`config.mk`:
```
export PLATFORM = sky130hd
export DESIGN_NAME = wb_pkt_scheduler_flat
export DESIGN_NICKNAME = d
export VERILOG_FILES = /design/src/rtl/wb_pkt_scheduler_if.sv /design/src/rtl/wb_pkt_scheduler.sv /design/src/flat_wrapper.sv
export SDC_FILE = /design/constraint.sdc
export NUM_CORES = 1
export LEC_CHECK = 0
export CORE_AREA = 2 2 61 63
export DETAILED_ROUTE_END_ITERATION = 10
export DIE_AREA = 0 0 63 65
export MAX_ROUTING_LAYER = met4
export PLACE_DENSITY = 0.74
export SLEW_MARGIN = 20
export SYNTH_ARGS = -nofsm -noshare
export SYNTH_HDL_FRONTEND = slang
export SYNTH_SLANG_ARGS = --single-unit
```
`constraint.sdc`:
```
create_clock -name clk -period 3.7 [get_ports clk]
set_input_delay 0.555 -clock clk [delete_from_list [all_inputs] [get_ports clk]]
set_output_delay 0.555 -clock clk [all_outputs]
set_load 0.01 [all_outputs]
```
`src/rtl/wb_pkt_scheduler_if.sv`:
```
// Request/grant bundle between the write-back requesters (decoder + Edge PEs)
// and the packet scheduler; master = requester side, slave = scheduler side.
interface wb_pkt_scheduler_if #(
   parameter int NUM_REQS = 5
) ();
   localparam int IDW = (NUM_REQS > 1) ? $clog2(NUM_REQS) : 1;

   logic [NUM_REQS-1:0] reqs;
   logic [NUM_REQS-1:0] lasts;
   logic [NUM_REQS-1:0] grants;
   logic                busy;
   logic [IDW-1:0]      owner_id;
   logic                timeout_flag;

   modport master (
      output reqs, lasts,
      input  grants, busy, owner_id, timeout_flag
   );

   modport slave (
      input  reqs, lasts,
      output grants, busy, owner_id, timeout_flag
   );
endinterface

```
`src/rtl/wb_pkt_scheduler.sv`:
```
// Write-back packet path scheduler: round-robin burst arbiter with a bounded
// priority lane for requester 0. Optional forced release: WB_ARB_TIMEOUT_EN.
module wb_pkt_scheduler #(
   parameter int NUM_REQS     = 5,
   parameter int HIGH_PRIO0   = 1,
   parameter int STARVE_LIMIT = 4,
   parameter int MAX_HOLD     = 64
) (
   input logic               clk,
   input logic               reset,
   wb_pkt_scheduler_if.slave bus
);
   localparam int IDW = $clog2(NUM_REQS);
   localparam int PW  = IDW + 1;
   localparam int PCW = (STARVE_LIMIT < 1) ? 1 : $clog2(STARVE_LIMIT + 1);
   localparam logic [IDW-1:0] LAST_ID    = IDW'(NUM_REQS - 1);
   localparam logic [PCW-1:0] STARVE_MAX = PCW'(STARVE_LIMIT);
   localparam logic           PRIO0_EN   = (HIGH_PRIO0 != 0);

   typedef enum logic {IDLE, HOLD} state_t;

   state_t              state_reg;
   logic [NUM_REQS-1:0] grants_reg;
   logic                busy_reg;
   logic [IDW-1:0]      owner_reg;
   logic                timeout_reg;
   logic [IDW-1:0]      rr_ptr_reg;
   logic [PCW-1:0]      prio_cnt_reg;
`ifdef WB_ARB_TIMEOUT_EN
   localparam int HCW = $clog2(MAX_HOLD + 1);
   logic [HCW-1:0]      hold_cnt_reg;
`endif

   logic                others_waiting;
   logic                starve_override;
   logic                prio_win;
   logic [NUM_REQS-1:0] scan_mask;
   logic [NUM_REQS-1:0] rotated;
   logic                rr_found;
   logic [PW-1:0]       rr_sum;
   logic [IDW-1:0]      rr_id;
   logic [IDW-1:0]      win_id;
   logic [NUM_REQS-1:0] win_onehot;
   logic                owner_done;

   function automatic logic [IDW-1:0] next_id(input logic [IDW-1:0] id);
      return (id == LAST_ID) ? '0 : id + IDW'(1);
   endfunction

   // The scan is done on a copy of the requests rotated so bit 0 is rr_ptr.
   always_comb begin
      others_waiting  = |bus.reqs[NUM_REQS-1:1];
      starve_override = PRIO0_EN && bus.reqs[0] && others_waiting &&
                        (prio_cnt_reg == STARVE_MAX);
      prio_win        = PRIO0_EN && bus.reqs[0] && !starve_override;
      scan_mask       = bus.reqs;
      if (starve_override) begin
         scan_mask[0] = 1'b0;
      end
      rotated  = NUM_REQS'({scan_mask, scan_mask} >> rr_ptr_reg);
      rr_found = 1'b0;
      rr_sum   = '0;
      for (int k = 0; k < NUM_REQS; k++) begin
         if (!rr_found && rotated[k]) begin
            rr_found = 1'b1;
            rr_sum   = {1'b0, rr_ptr_reg} + PW'(k);
         end
      end
      rr_id      = (rr_sum >= PW'(NUM_REQS)) ? IDW'(rr_sum - PW'(NUM_REQS)) : IDW'(rr_sum);
      win_id     = prio_win ? '0 : rr_id;
      owner_done = !bus.reqs[owner_reg] || bus.lasts[owner_reg];
   end

   for (genvar gi = 0; gi < NUM_REQS; gi++) begin : g_onehot
      assign win_onehot[gi] = (win_id == IDW'(gi));
   end

   always_ff @(posedge clk) begin
      if (reset) begin
         state_reg    <= IDLE;
         grants_reg   <= '0;
         busy_reg     <= 1'b0;
         owner_reg    <= '0;
         timeout_reg  <= 1'b0;
         rr_ptr_reg   <= IDW'(1);
         prio_cnt_reg <= '0;
`ifdef WB_ARB_TIMEOUT_EN
         hold_cnt_reg <= '0;
`endif
      end else begin
         timeout_reg <= 1'b0;
         case (state_reg)
            IDLE: begin
               if (|bus.reqs) begin
                  state_reg  <= HOLD;
                  grants_reg <= win_onehot;
                  busy_reg   <= 1'b1;
                  owner_reg  <= win_id;
`ifdef WB_ARB_TIMEOUT_EN
                  hold_cnt_reg <= '0;
`endif
                  if (prio_win) begin
                     if (!others_waiting) begin
                        prio_cnt_reg <= '0;
                     end else if (prio_cnt_reg != STARVE_MAX) begin
                        prio_cnt_reg <= prio_cnt_reg + PCW'(1);
                     end
                  end else begin
                     rr_ptr_reg <= next_id(win_id);
                     if (win_id != '0) begin
                        prio_cnt_reg <= '0;
                     end
                  end
               end
            end
            HOLD: begin
               if (owner_done) begin
                  state_reg  <= IDLE;
                  grants_reg <= '0;
                  busy_reg   <= 1'b0;
`ifdef WB_ARB_TIMEOUT_EN
               end else if (hold_cnt_reg == HCW'(MAX_HOLD - 1)) begin
                  // Forced release also moves the pointer past a priority owner.
                  state_reg   <= IDLE;
                  grants_reg  <= '0;
                  busy_reg    <= 1'b0;
                  timeout_reg <= 1'b1;
                  rr_ptr_reg  <= next_id(owner_reg);
               end else begin
                  hold_cnt_reg <= hold_cnt_reg + HCW'(1);
`endif
               end
            end
            default: state_reg <= IDLE;
         endcase
      end
   end

   assign bus.grants       = grants_reg;
   assign bus.busy         = busy_reg;
   assign bus.owner_id     = owner_reg;
   assign bus.timeout_flag = timeout_reg;
endmodule

```
`src/flat_wrapper.sv`:
```
// flat-port wrapper written by rule: the top's interface ports become plain ports
module wb_pkt_scheduler_flat 
#(
   parameter int NUM_REQS     = 5,
   parameter int HIGH_PRIO0   = 1,
   parameter int STARVE_LIMIT = 4,
   parameter int MAX_HOLD     = 64
)
  (clk, reset, bus_reqs, bus_lasts, bus_grants, bus_busy, bus_owner_id, bus_timeout_flag);
  wb_pkt_scheduler_if #(.NUM_REQS(NUM_REQS)) bus_i ();
  input logic clk;
  input logic reset;
  input wire logic [$bits(bus_i.reqs)-1:0] bus_reqs;
  input wire logic [$bits(bus_i.lasts)-1:0] bus_lasts;
  output wire logic [$bits(bus_i.grants)-1:0] bus_grants;
  output wire logic [$bits(bus_i.busy)-1:0] bus_busy;
  output wire logic [$bits(bus_i.owner_id)-1:0] bus_owner_id;
  output wire logic [$bits(bus_i.timeout_flag)-1:0] bus_timeout_flag;
  assign bus_i.reqs = bus_reqs;
  assign bus_i.lasts = bus_lasts;
  assign bus_grants = bus_i.grants;
  assign bus_busy = bus_i.busy;
  assign bus_owner_id = bus_i.owner_id;
  assign bus_timeout_flag = bus_i.timeout_flag;
  wb_pkt_scheduler #(.NUM_REQS(NUM_REQS), .HIGH_PRIO0(HIGH_PRIO0), .STARVE_LIMIT(STARVE_LIMIT), .MAX_HOLD(MAX_HOLD)) u_core (.clk(clk), .reset(reset), .bus(bus_i));
endmodule
```
==> metrics.md <==
| Metric | Value |
|---|---|
| Outcome | `finished with violations` |
| Failing checks | `negative setup slack` |
| Final WS setup | `-0.0338 ns` |
| Number of global-route vias before repair | `1959` |
| RSZ-0062 raised after global routing | `yes` |
| DRT iter0 DRCs | `297` |
| Total CTS buffers | `3` |
| Synth Register Bits | `16` |
| # rows | `22` |
| First-pass GRT wire length | `9.22 mm` |
| Post-synthesis net count | `227` |
| CP Max Fanout | `4` |
| Layout area overhead | `75.8%` |
| Final core occ | `0.820` |
| Vias/cell | `6.14` |
| Worst-path clk slew | `0.10 ns` |
| Root buf cell | `clkbuf_4` |
| Compound-Gate Fraction of Synth Area | `0.313` |
| DRC viols | `0` |
| Critical path required time | `3.88 ns` |
| Clk_lat worst skew | `0.29 ns` |
| CTS Sinks | `16` |
| Hold Buf Count CTS | `0` |
| Core ar. | `3500 µm²` |
| Pre-antenna DRT Iters | `5` |
| Critical Path Source Type | `input pin` |
| Fin. max-slew vios | `0` |
| CTS tree | `built` |
| Crit path from | `bus_reqs[0]` |
| Die Y | `65 µm` |
| Number of antenna violations at the first check in global routing | `0` |
| Sequential share of power | `0.159` |
| Register area share after synthesis | `0.196` |
| GPL Wtd Cong | `0.940` |
| CP Capture Type | `flip-flop` |
| Post-synth top area share | `0.196` |
| Synth Area per Inst | `8.08 µm²` |
| Total wire length | `6.28 mm` |
| Filler Cell Count | `197` |
| Syn Inst Count | `202` |
| Global route total overflow | `0` |
| Worst hold slack | `0.479 ns` |
| Clock buffer depth | `2` |
| Post-synth top area cell | `dfxtp_1` |
| Synthesized cell area | `1630 µm²` |
| Post-synth EDFFs | `0` |
| Vias | `2137` |
| Unique masters post-synth | `56` |
| R2R depth | `20` |
| Final setup fails | `2` |
| Layout Skew | `0.00694 ns` |
| Synth cell count leaders | `nor2_1 (19), nand2_1 (18), dfxtp_1 (16)` |
| Multiplexer area fraction after synthesis | `0.0767` |
| Internal Dissipation | `0.838 mW` |
| Starting Density | `0.467` |
| Pin count of the biggest net entering global routing | `15` |
| Hpwl dp | `3.87 mm` |
| Total global-route track usage | `0.289` |
| Max Fclk | `268 MHz` |
| Worst r2r src | `u_core.prio_cnt_reg[0]` |
| CP max-delay cell | `a221o_1` |
| Clock share of power | `0.084` |
| Wire length per cell | `18.0 µm` |
| Lkg Pwr | `1.19 nW` |
| Crit. path cell count | `19` |
| Tightest Pin Transition | `0.627 ns` |
| Worst EP arrival | `3.91 ns` |
| Worst Setup Path Type | `input pin to flip-flop` |
| Synth area leaders | `dfxtp_1 (20%), ha_1 (10%), nor2_1 (4.4%)` |
| Largest family of logic cells by synthesized area | `compound AO/OA/AOI/OAI gates` |
| Diodes inserted | `0` |
| Prevailing post-synth register cell | `dfxtp_1` |
| CP peak stage delay | `0.41 ns` |
| R2R Path End | `u_core.rr_ptr_reg[2]` |
| Xor and xnor area share after synthesis | `0.0107` |
| Max cap viols | `0` |
| Io pins | `22` |
| Power Total | `1.43 mW` |
| Worst vdd ir | `0.000366 V` |
| Slew HR | `0.582` |
| Async SR Flop Fraction | `0` |
| Comb pwr share | `0.757` |
| Die footprint | `4100 µm²` |
| Bufs and invs on worst path | `4` |
| Simple-gate share of the synthesized area | `0.252` |
| Synth warn | `0` |
| CP endpoint | `u_core.rr_ptr_reg[2]` |
| Sw Pwr | `0.591 mW` |
| Hold crit path type | `flip-flop to flip-flop` |
| Cell family contributing the most delay on the critical path | `compound AO/OA/AOI/OAI gates` |
| Layout cells sized above 1 | `0.503` |
| Synth Area in Adders | `0.0997` |
| Most Frequent Cell on Critical Path | `ha_4` |
| Final Hold Fails | `0` |
| Number of flip-flops under the largest register name | `5` |
| Cells along the critical path | `dlygate4sd2_1 -> mux2_2 -> o311a_4 -> a221o_1 -> a32oi_2 -> buf_4 -> a32oi_4 -> inv_2 -> ha_4 -> inv_4 -> o22ai_4 -> nand3_4 -> mux2i_4 -> and2_4 -> ha_4 -> ha_4 -> nor2_1 -> a22oi_1 -> nor2_1` |
| DIE WIDTH | `63 µm` |
| Final Cycle Share | `1.01` |
| Most frequent cell after synthesis | `nor2_1` |
| Switching share of power | `0.414` |
| Port bufs | `20` |
| R2R setup slack | `0.01 ns` |
| Final Critical Period | `3.73 ns` |
| Post-route ant nets | `0` |
| Final nets | `326` |
| # H-tree levels | `1` |
| Pwr Density | `498 nW/µm²` |
[cell families after synthesis]
logic type | Yosys count
compound gates | 64
xor+xnor | 2
fa+ha+maj | 13
buf+inv | 20
flops | 16
mux | 10
other cells | 1
simple gates | 76
[power by group through the flow]
| stage | clock, mW | combinational [mW] | sequential (mW) |
|---|---|---|---|
| after floorplan | 0 | 0.395 | 0.227 |
| after CTS | 0.120 | 0.902 | 0.224 |
| after global routing | 0.129 | 1.14 | 0.230 |
| after detailed placement | 0 | 0.725 | 0.228 |
| final | 0.120 | 1.08 | 0.227 |
| after global placement | 0 | 0.711 | 0.227 |
[stage by stage]
stage                     cells  TNS [ns]  setup slack, ns  area [µm²]
after detailed placement    322     -8.56           -0.830        2350
after floorplan             202   -0.0415          -0.0395        1680
after global routing        348     -1.01           -0.155        2870
after global placement      322     -7.95           -0.781        2350
final                       348   -0.0560          -0.0338        2870
after CTS                   337  -0.00191         -0.00134        2630
[cell type report]
class,instances,area (µm²),area share
multi-input cells,166,1560,0.542
clock buffers,4,36.3,0.0127
inverters,12,47.5,0.0166
well taps,48,60.1,0.0209
repair buffers,102,842,0.294
flip-flops and latches,16,327,0.114
[layer usage]
metal / GRT usage / vias to the layer above / share of wire
met5: - / - / 0
met4: 0.111 / 0 / 0.039
met3: 0.0469 / 29 / 0.064
met2: 0.484 / 117 / 0.49
met1: 0.350 / 1032 / 0.41
li1: - / 959 / -
[how the worst min path moves through the flow]
stage                      startpoint                      to  slack (ns)  cells after the start
3_3_place_gp     u_core.bus.grants[3]    u_core.bus.grants[3]        0.46                      2
6_report         u_core.bus.grants[3]    u_core.bus.grants[3]        0.48                      2
4_1_cts          u_core.bus.grants[3]    u_core.bus.grants[3]        0.48                      2
5_1_grt          u_core.bus.grants[3]    u_core.bus.grants[3]        0.51                      2
3_5_place_dp     u_core.bus.grants[3]    u_core.bus.grants[3]        0.47                      2
2_1_floorplan  u_core.prio_cnt_reg[1]  u_core.prio_cnt_reg[1]        0.47                      2
[tightest hold or removal path, stage by stage (launching register included)]
cell and delay [ns]:
dfxtp_1 0.33, nand3_1 0.06, a21oi_1 0.06
[placed cells by master, fill, tap and decap left out, types with 3 or more instances in the layout]
cell type         n
buf_4            77
nor2_1           18
nand2_1          16
clkdlybuf4s50_1  15
dfxtp_1          13
a21oi_1           8
buf_6             8
inv_1             7
o21ai_0           7
nor3_1            7
nand3_1           6
ha_1              6
ha_4              6
mux2i_1           4
inv_2             4
nand2b_1          4
a22o_1            4
nor4_4            3
o31ai_4           3
mux2_2            3
o221ai_1          3
a22oi_1           3
o21ai_2           3
o21ai_1           3
clkbuf_4          3
[timing repair]
| action | CTS | global route |
|---|---|---|
| gates resized for setup | 54 | 39 |
| buffers inserted | 12 | 11 |
| pin swaps | 19 | 16 |
| endpoints found under the setup margin | 12 | 11 |
No activity file was read; power rests on OpenSTA's default activity.
